==> src/rtl/button_pkg.sv <==
// Shared defaults and width helper for the button conditioner and its channels.
package button_pkg;

    localparam int DEF_PORT_WIDTH   = 4;
    localparam int DEF_DEBNC_CLOCKS = 65536;
    localparam int DEF_SYNC_STAGES  = 2;
    localparam int DEF_LONG_CLOCKS  = 1 << 24;

    // Bits needed to hold values 0..value-1; never less than one bit.
    function automatic int clog2(input int value);
        int bits;
        bits = 1;
        for (int i = 1; i < 31; i++) begin
            if ((1 << i) < value) begin
                bits = i + 1;
            end
        end
        return bits;
    endfunction

endpackage

==> src/rtl/button_chan.sv <==
// One conditioned input: synchroniser, debounce counter, edge pulses and long-press detection.
module button_chan
    import button_pkg::*;
#(
    parameter int DEBNC_CLOCKS = DEF_DEBNC_CLOCKS,
    parameter int SYNC_STAGES  = DEF_SYNC_STAGES,
    parameter int LONG_CLOCKS  = DEF_LONG_CLOCKS
) (
    input  logic clk,
    input  logic rst_n,
    input  logic raw,
    output logic level,
    output logic rise,
    output logic fall,
    output logic long_press
);

    localparam int DW = clog2(DEBNC_CLOCKS);
    localparam int HW = clog2(LONG_CLOCKS) + 1;
    localparam logic [DW-1:0] DEB_LAST = DW'(DEBNC_CLOCKS - 1);
    localparam logic [HW-1:0] HOLD_SAT = HW'(LONG_CLOCKS);
    localparam logic [HW-1:0] HOLD_PRE = HW'(LONG_CLOCKS - 2);

    logic [SYNC_STAGES-1:0] sync_reg;
    logic [DW-1:0]          deb_cnt_reg;
    logic [HW-1:0]          hold_cnt_reg;
    logic                   level_reg;
    logic                   rise_reg;
    logic                   fall_reg;
    logic                   long_reg;
    logic                   sync;
    logic                   accept;

    assign sync   = sync_reg[SYNC_STAGES-1];
    assign accept = (sync != level_reg) && (deb_cnt_reg == DEB_LAST);

    always_ff @(posedge clk or negedge rst_n) begin
        if (!rst_n) begin
            sync_reg <= '0;
        end else begin
            sync_reg <= {sync_reg[SYNC_STAGES-2:0], raw};
        end
    end

    // Any agreeing cycle restarts the count, so glitches leave no residue.
    always_ff @(posedge clk or negedge rst_n) begin
        if (!rst_n) begin
            deb_cnt_reg <= '0;
            level_reg   <= 1'b0;
            rise_reg    <= 1'b0;
            fall_reg    <= 1'b0;
        end else begin
            rise_reg <= accept && !level_reg;
            fall_reg <= accept && level_reg;
            if (sync == level_reg) begin
                deb_cnt_reg <= '0;
            end else if (accept) begin
                deb_cnt_reg <= '0;
                level_reg   <= ~level_reg;
            end else begin
                deb_cnt_reg <= deb_cnt_reg + 1'b1;
            end
        end
    end

    // Saturating hold count passes LONG_CLOCKS-1 only once per press.
    always_ff @(posedge clk or negedge rst_n) begin
        if (!rst_n) begin
            hold_cnt_reg <= '0;
            long_reg     <= 1'b0;
        end else begin
            long_reg <= level_reg && (hold_cnt_reg == HOLD_PRE);
            if (!level_reg) begin
                hold_cnt_reg <= '0;
            end else if (hold_cnt_reg != HOLD_SAT) begin
                hold_cnt_reg <= hold_cnt_reg + 1'b1;
            end
        end
    end

    assign level      = level_reg;
    assign rise       = rise_reg;
    assign fall       = fall_reg;
    assign long_press = long_reg;

endmodule

==> src/rtl/button_conditioner.sv <==
// Multi-channel button conditioner: one independent button_chan per input bit.
module button_conditioner
    import button_pkg::*;
#(
    parameter int PORT_WIDTH   = DEF_PORT_WIDTH,
    parameter int DEBNC_CLOCKS = DEF_DEBNC_CLOCKS,
    parameter int SYNC_STAGES  = DEF_SYNC_STAGES,
    parameter int LONG_CLOCKS  = DEF_LONG_CLOCKS
) (
    input  logic                  CLK_I,
    input  logic                  RSTN_I,
    input  logic [PORT_WIDTH-1:0] SIGNAL_I,
    output logic [PORT_WIDTH-1:0] SIGNAL_O,
    output logic [PORT_WIDTH-1:0] RISE_O,
    output logic [PORT_WIDTH-1:0] FALL_O,
    output logic [PORT_WIDTH-1:0] LONG_O
);

    generate
        for (genvar gi = 0; gi < PORT_WIDTH; gi++) begin : g_chan
            button_chan #(
                .DEBNC_CLOCKS(DEBNC_CLOCKS),
                .SYNC_STAGES (SYNC_STAGES),
                .LONG_CLOCKS (LONG_CLOCKS)
            ) u_chan (
                .clk       (CLK_I),
                .rst_n     (RSTN_I),
                .raw       (SIGNAL_I[gi]),
                .level     (SIGNAL_O[gi]),
                .rise      (RISE_O[gi]),
                .fall      (FALL_O[gi]),
                .long_press(LONG_O[gi])
            );
        end
    endgenerate

endmodule

==> config.mk <==
export PLATFORM = sky130hd
export DESIGN_NAME = button_conditioner
export DESIGN_NICKNAME = d
export VERILOG_FILES = /design/src/rtl/button_pkg.sv /design/src/rtl/button_chan.sv /design/src/rtl/button_conditioner.sv
export SDC_FILE = /design/constraint.sdc
export NUM_CORES = 1
export LEC_CHECK = 0
export CAP_MARGIN = 20
export CORE_UTILIZATION = 35
export DETAILED_ROUTE_END_ITERATION = 7
export SLEW_MARGIN = 20
export SYNTH_ARGS = -nofsm -noshare
export SYNTH_HDL_FRONTEND = slang
export SYNTH_SLANG_ARGS = --single-unit
==> constraint.sdc <==
create_clock -name CLK_I -period 2.9 [get_ports CLK_I]
set_input_delay 0.58 -clock CLK_I [delete_from_list [all_inputs] [get_ports CLK_I]]
set_output_delay 0.58 -clock CLK_I [all_outputs]
set_load 0.005 [all_outputs]
Yosys cells after proc, flatten, opt, wreduce, memory -nomap -nowiden
Index checks and enable logic that the tools add are counted.
{"block": "classes", "n_addsub": 8, "n_eq_ne": 24, "mux": 16, "bitwise_logic": 8, "n_reduce_logical": 24}
{"operator": "$mux W25", "count": 8}
{"operator": "$mux W16", "count": 8}
{"operator": "$add A25 B1 Y25 const B", "count": 4}
{"operator": "$eq A25 B24 Y1 const B", "count": 4}
{"operator": "$ne A25 B25 Y1 const B", "count": 4}
{"operator": "$add A16 B1 Y16 const B", "count": 4}
{"operator": "$eq A16 B16 Y1 const B", "count": 4}
{"operator": "$logic_and A1 B1 Y1", "count": 16}
{"operator": "$ne A2 B2 Y1 const B", "count": 4}
{"operator": "$not A1 Y1", "count": 8}
{"operator": "$reduce_and A2 Y1", "count": 4}
{"operator": "$eq A1 B1 Y1", "count": 4}
{"operator": "$logic_not A1 Y1", "count": 4}
{"operator": "$ne A1 B1 Y1", "count": 4}
{"block": "word_totals", "register_bits": 188, "input_bits": 6, "out_inout_bits": 16, "elab_cells": 108}

Longest topological paths before layout
{"block": "depth", "ltp_word": 4, "ltp_mapped": 6, "ltp_nobuf": 6}

Hierarchy
Synthesis repeated with hierarchy kept, for this count alone.
{"block": "unflattened", "cells_unflattened": 952, "hier_area_um2": 9427.8}
{"mod": "button_chan at g_chan[0].u_chan ...", "instances": 3, "cells_per_inst": 239, "area_each_um2": 2373.5, "seq_area_each_um2": 1176.1}
{"mod": "button_chan at g_chan[1].u_chan", "instances": 1, "cells_per_inst": 235, "area_each_um2": 2307.2, "seq_area_each_um2": 1176.1}

Worst setup path after synthesis
OpenSTA, ideal clock, no wires.
{"block": "synth_timing", "kind": "register to register", "start": "register g_chan[1].u_chan.deb_cnt_reg[0]", "end": "register g_chan[1].u_chan.deb_cnt_reg[10]", "setup_time_ns": 0.132, "arrival_ns": 1.855, "required_ns": 2.768, "path_slack_ns": 0.913, "path_stages_with_launch": 7, "path_buffers": 1, "period_less_slack_ns": 1.987, "cell_sequence": "dfrtp_1 ha_1 nand3_1 or3_1 o21bai_1 clkbuf_1 nor2_1"}
{"block": "synth_between", "elab_chain_len": 4, "elab_cells_between_ends": 5, "classes_between": "add/sub: 1; eq/ne: 1; mux: 2; reduce/logical: 1"}
{"element": "start: declaration", "line": "button_chan.sv:25", "text": "logic [DW-1:0] deb_cnt_reg;"}
{"element": "start signal: assignment", "line": "button_chan.sv:61", "text": "deb_cnt_reg <= deb_cnt_reg + 1'b1;"}
{"element": "parallel branches: the longest is 2 deep, another holds $add A16 B1 Y16"}
{"element": "$mux W16 *", "line": "button_chan.sv:57", "text": "end else if (accept) begin"}
{"element": "$mux W16 *", "line": "button_chan.sv:55", "text": "if (sync == level_reg) begin"}
Mark *: on every way between the ends.
A chain may end at the register's enable or synchronous reset.

Worst setup path in the final report
{"block": "layout_timing", "start": "register g_chan[2].u_chan.level_reg", "end": "output SIGNAL_O[2]"}
{"element": "start: declaration", "line": "button_chan.sv:27", "text": "logic level_reg;"}
{"element": "start signal: assignment", "line": "button_chan.sv:59", "text": "level_reg <= ~level_reg;"}
{"element": "end: declaration", "line": "button_conditioner.sv:13", "text": "output logic [PORT_WIDTH-1:0] SIGNAL_O,"}
No word-level cell between the ends.

==> summary.txt <==
Final layout
  • Ant. Diodes: 0
  • Area grow syn2layout: 11.6%
  • Max reg flops: 100
  • Layout cells sized above 1: approximately 5.5%
  • Final Net Count: 1021
  • Utilization after layout: between 40% and 50%
  • Fill cells: 2589

Timing
  • Crit path time final: approximately 2200 ps
  • RSZ-0062 raised after global routing: false
  • Slew Viols, Final: 0
  • Hold_ws: 121 ps
  • Final count of hold timing violations: 0
  • Worst-margin pin slew: 805 ps
  • Fin Clk Skew: 7.21 ps
  • Ratio of final minimum period to clock period: 77.2%
  • Post-route setup TNS: 0 ps
  • Final WS setup: 662 ps
  • Setup violators final: 0
  • Worst rel slew slack: 46.3%
  • Fmax: 447 MHz

Clock tree
  • CTS Root Cell: clkbuf_16
  • Clock-pin slew on the worst setup and hold paths: 70 ps
  • H-tree levels: 4
  • Clock Path Buffers: 2
  • Clock latency on the worst-skew pair: 430 ps
  • TritonCTS Sinks: 188
  • Post-cts sizing count: 0
  • Hold Buf Count CTS: 0
  • Number of post-CTS setup repair buffers: 0
  • Num CTS Buffers: 17
  • CTS tree: yes

Yosys
  • Top FF cell, synth: dfrtp_1
  • Post-synth EDFFs: 0
  • Largest area contributor in the netlist: dfrtp_1
  • Yosys warning count: 0
  • Mapped Area: between 9000 and 10000 sq um
  • Synth Register Bits: 188
  • Most instantiated library cell after synthesis: dfrtp_1
  • Largest cells by area after synthesis: dfrtp_1 (50%), xnor2_1 (6.9%), nor2_1 (4.5%)
  • Ys async rst share: 100%
  • Unique masters post-synth: 44
  • Synth Area per Inst: 9.57 sq um
  • Post-Syn Instances: 989
  • Synth top area share: between 40% and 50%
  • Post-synthesis sequential area ratio: 49.7%
  • Commonest cells in the synthesized netlist: dfrtp_1 (188), nor2_1 (113), xnor2_1 (74), nand2_1 (63), nand3_1 (59)
  • Post-synthesis net count: 1011

Setup path
  • Crit path depth: 1
  • Critical path fanouts, max: 15
  • Arr. time, crit path: 1660 ps
  • CP Capture Type: output pin
  • Worst setup SP type: flip-flop
  • Slowest CP cell: dfrtp_1
  • FF-to-FF path depth: 4
  • WS Path Type: reg -> out
  • Critical Path RT: 2320 ps
  • Worst path max stage delay: approximately 630 ps
  • Top delay family on crit path: flip-flops
  • Cell Chain, Critical Path: clkdlybuf4s50_1
  • Crit path buffers/inverters: 1

Outcome
  • Failing checks: design-rule violations
  • Outcome: finished with violations

Die
  • Initial core utilization: 36.0%
  • Die area: 27700 sq um
  • I/O pin count: 22
  • Core Box Area: approximately 26000 sq um
  • Row Count: 59
  • Die W: 166 um
  • Height of the die: 166 um

Global routing
  • Global route overflow: 0
  • GRT Resource Usage Total: 14.1%
  • First-pass GRT wire length: about 33 mm
  • Vias in the first global route: a little under 7000
  • Largest net degree at the start of global routing: 61
  • Antenna violations before repair: 0

Detailed routing
  • Post-detailed-route wirelength per cell: 13.6 um
  • DRT iter0 DRCs: 429
  • DRT antenna net count: 0
  • Vias per std cell: 5.28
  • Total wire length: between 15 and 20 mm
  • Vias: 7115
  • Drc violations: 2
  • 1st-pass router iterations: 7

Power
  • Lkg Pwr: 3.93 nW
  • Power per standard cell area: 480 nW/um^2
  • VDD IR max: 0.352 mV

Place
  • Post-Place Setup Slack: 768 ps
  • DP HPWL: 12.2 mm
  • RD Place Congestion: roughly 0.82
  • PortBufs: 21

Run
  • Max_cap viols: 0

Min path
  • Worst hold path class: in -> async
-- area by class of cell --
cell class                 count  area (sq um)  area share (%)
multi-input combinational    719          4380            41.5
clock buffer                  17           425            4.03
tap                          335           419            3.97
clock inverter                15           151            1.43
inverter                      41           154            1.46
sequential                   188          4700            44.6
timing repair buffer          32           322            3.05
-- through the flow --
step | area (sq um) | power (W) | std cells
after floorplan | 9460 | 0.00274 | 989
after global placement | 9980 | 0.00282 | 1315
after detailed placement | 9980 | 0.00283 | 1315
after CTS | 10600 | 0.00515 | 1347
after global routing | 10600 | 0.00527 | 1347
final | 10600 | 0.00507 | 1347
-- placed cells by master (no fill, tap or decap), types with 17 or more instances in the layout --
master,instances
xor2_1,25
nand2_1,63
clkdlybuf4s50_1,20
xnor2_1,74
o21ai_0,27
nor2_1,113
nand3_1,59
or4_1,29
clkbuf_16,17
o31ai_1,25
a21oi_1,53
nor4_1,46
nor3_1,43
or3_1,27
dfrtp_1,188
nand4_1,38
inv_1,39
-- worst paths after layout --
check	start	endpoint	slack, ps
max in group asynchronous	RSTN_I	g_chan[1].u_chan.hold_cnt_reg[6]$_DFFE_PN0P_	2030
min	RSTN_I	g_chan[0].u_chan.hold_cnt_reg[19]$_DFFE_PN0P_	120
max reg2reg	g_chan[1].u_chan.hold_cnt_reg[4]$_DFFE_PN0P_	g_chan[1].u_chan.hold_cnt_reg[24]$_DFFE_PN0P_	760
min in group CLK_I	g_chan[2].u_chan.sync_reg[0]$_DFF_PN0_	g_chan[2].u_chan.sync_reg[1]$_DFF_PN0_	350
min reg2reg	g_chan[2].u_chan.sync_reg[0]$_DFF_PN0_	g_chan[2].u_chan.sync_reg[1]$_DFF_PN0_	350
max	g_chan[2].u_chan.level$_DFFE_PN0P_	SIGNAL_O[2]	660
-- routing by layer --
metal	share of wire, %	GRT usage (%)	up-vias
li1	-	-	3561
met2	46	22.4	80
met5	0	0	-
met3	3.1	3.41	18
met1	50	19.0	3456
met4	1.1	4.35	0
-- power breakdown --
part,internal (W),switching [W],leakage (nW)
clock,0.00122,0.00108,0.280
sequential,0.00264,0.0000167,2.60
combinational,0.0000332,0.0000786,1.05
total,0.00389,0.00118,3.93
-- cells by family (layout without fill, tap and decap cells) --
group / Yosys count / after routing / synth area share (%)
multiplexers: 9 / 9 / 0.966
flip-flops: 188 / 188 / 49.7
AO/OA/AOI/OAI: 116 / 116 / 7.12
adder cells (fa/ha/maj): 16 / 16 / 2.12
AND/OR/NAND/NOR: 479 / 479 / 26.9
XOR/XNOR: 99 / 99 / 9.17
buffers and inverters: 82 / 105 / 3.98
Note: power is estimated with default switching activity, not from simulation.
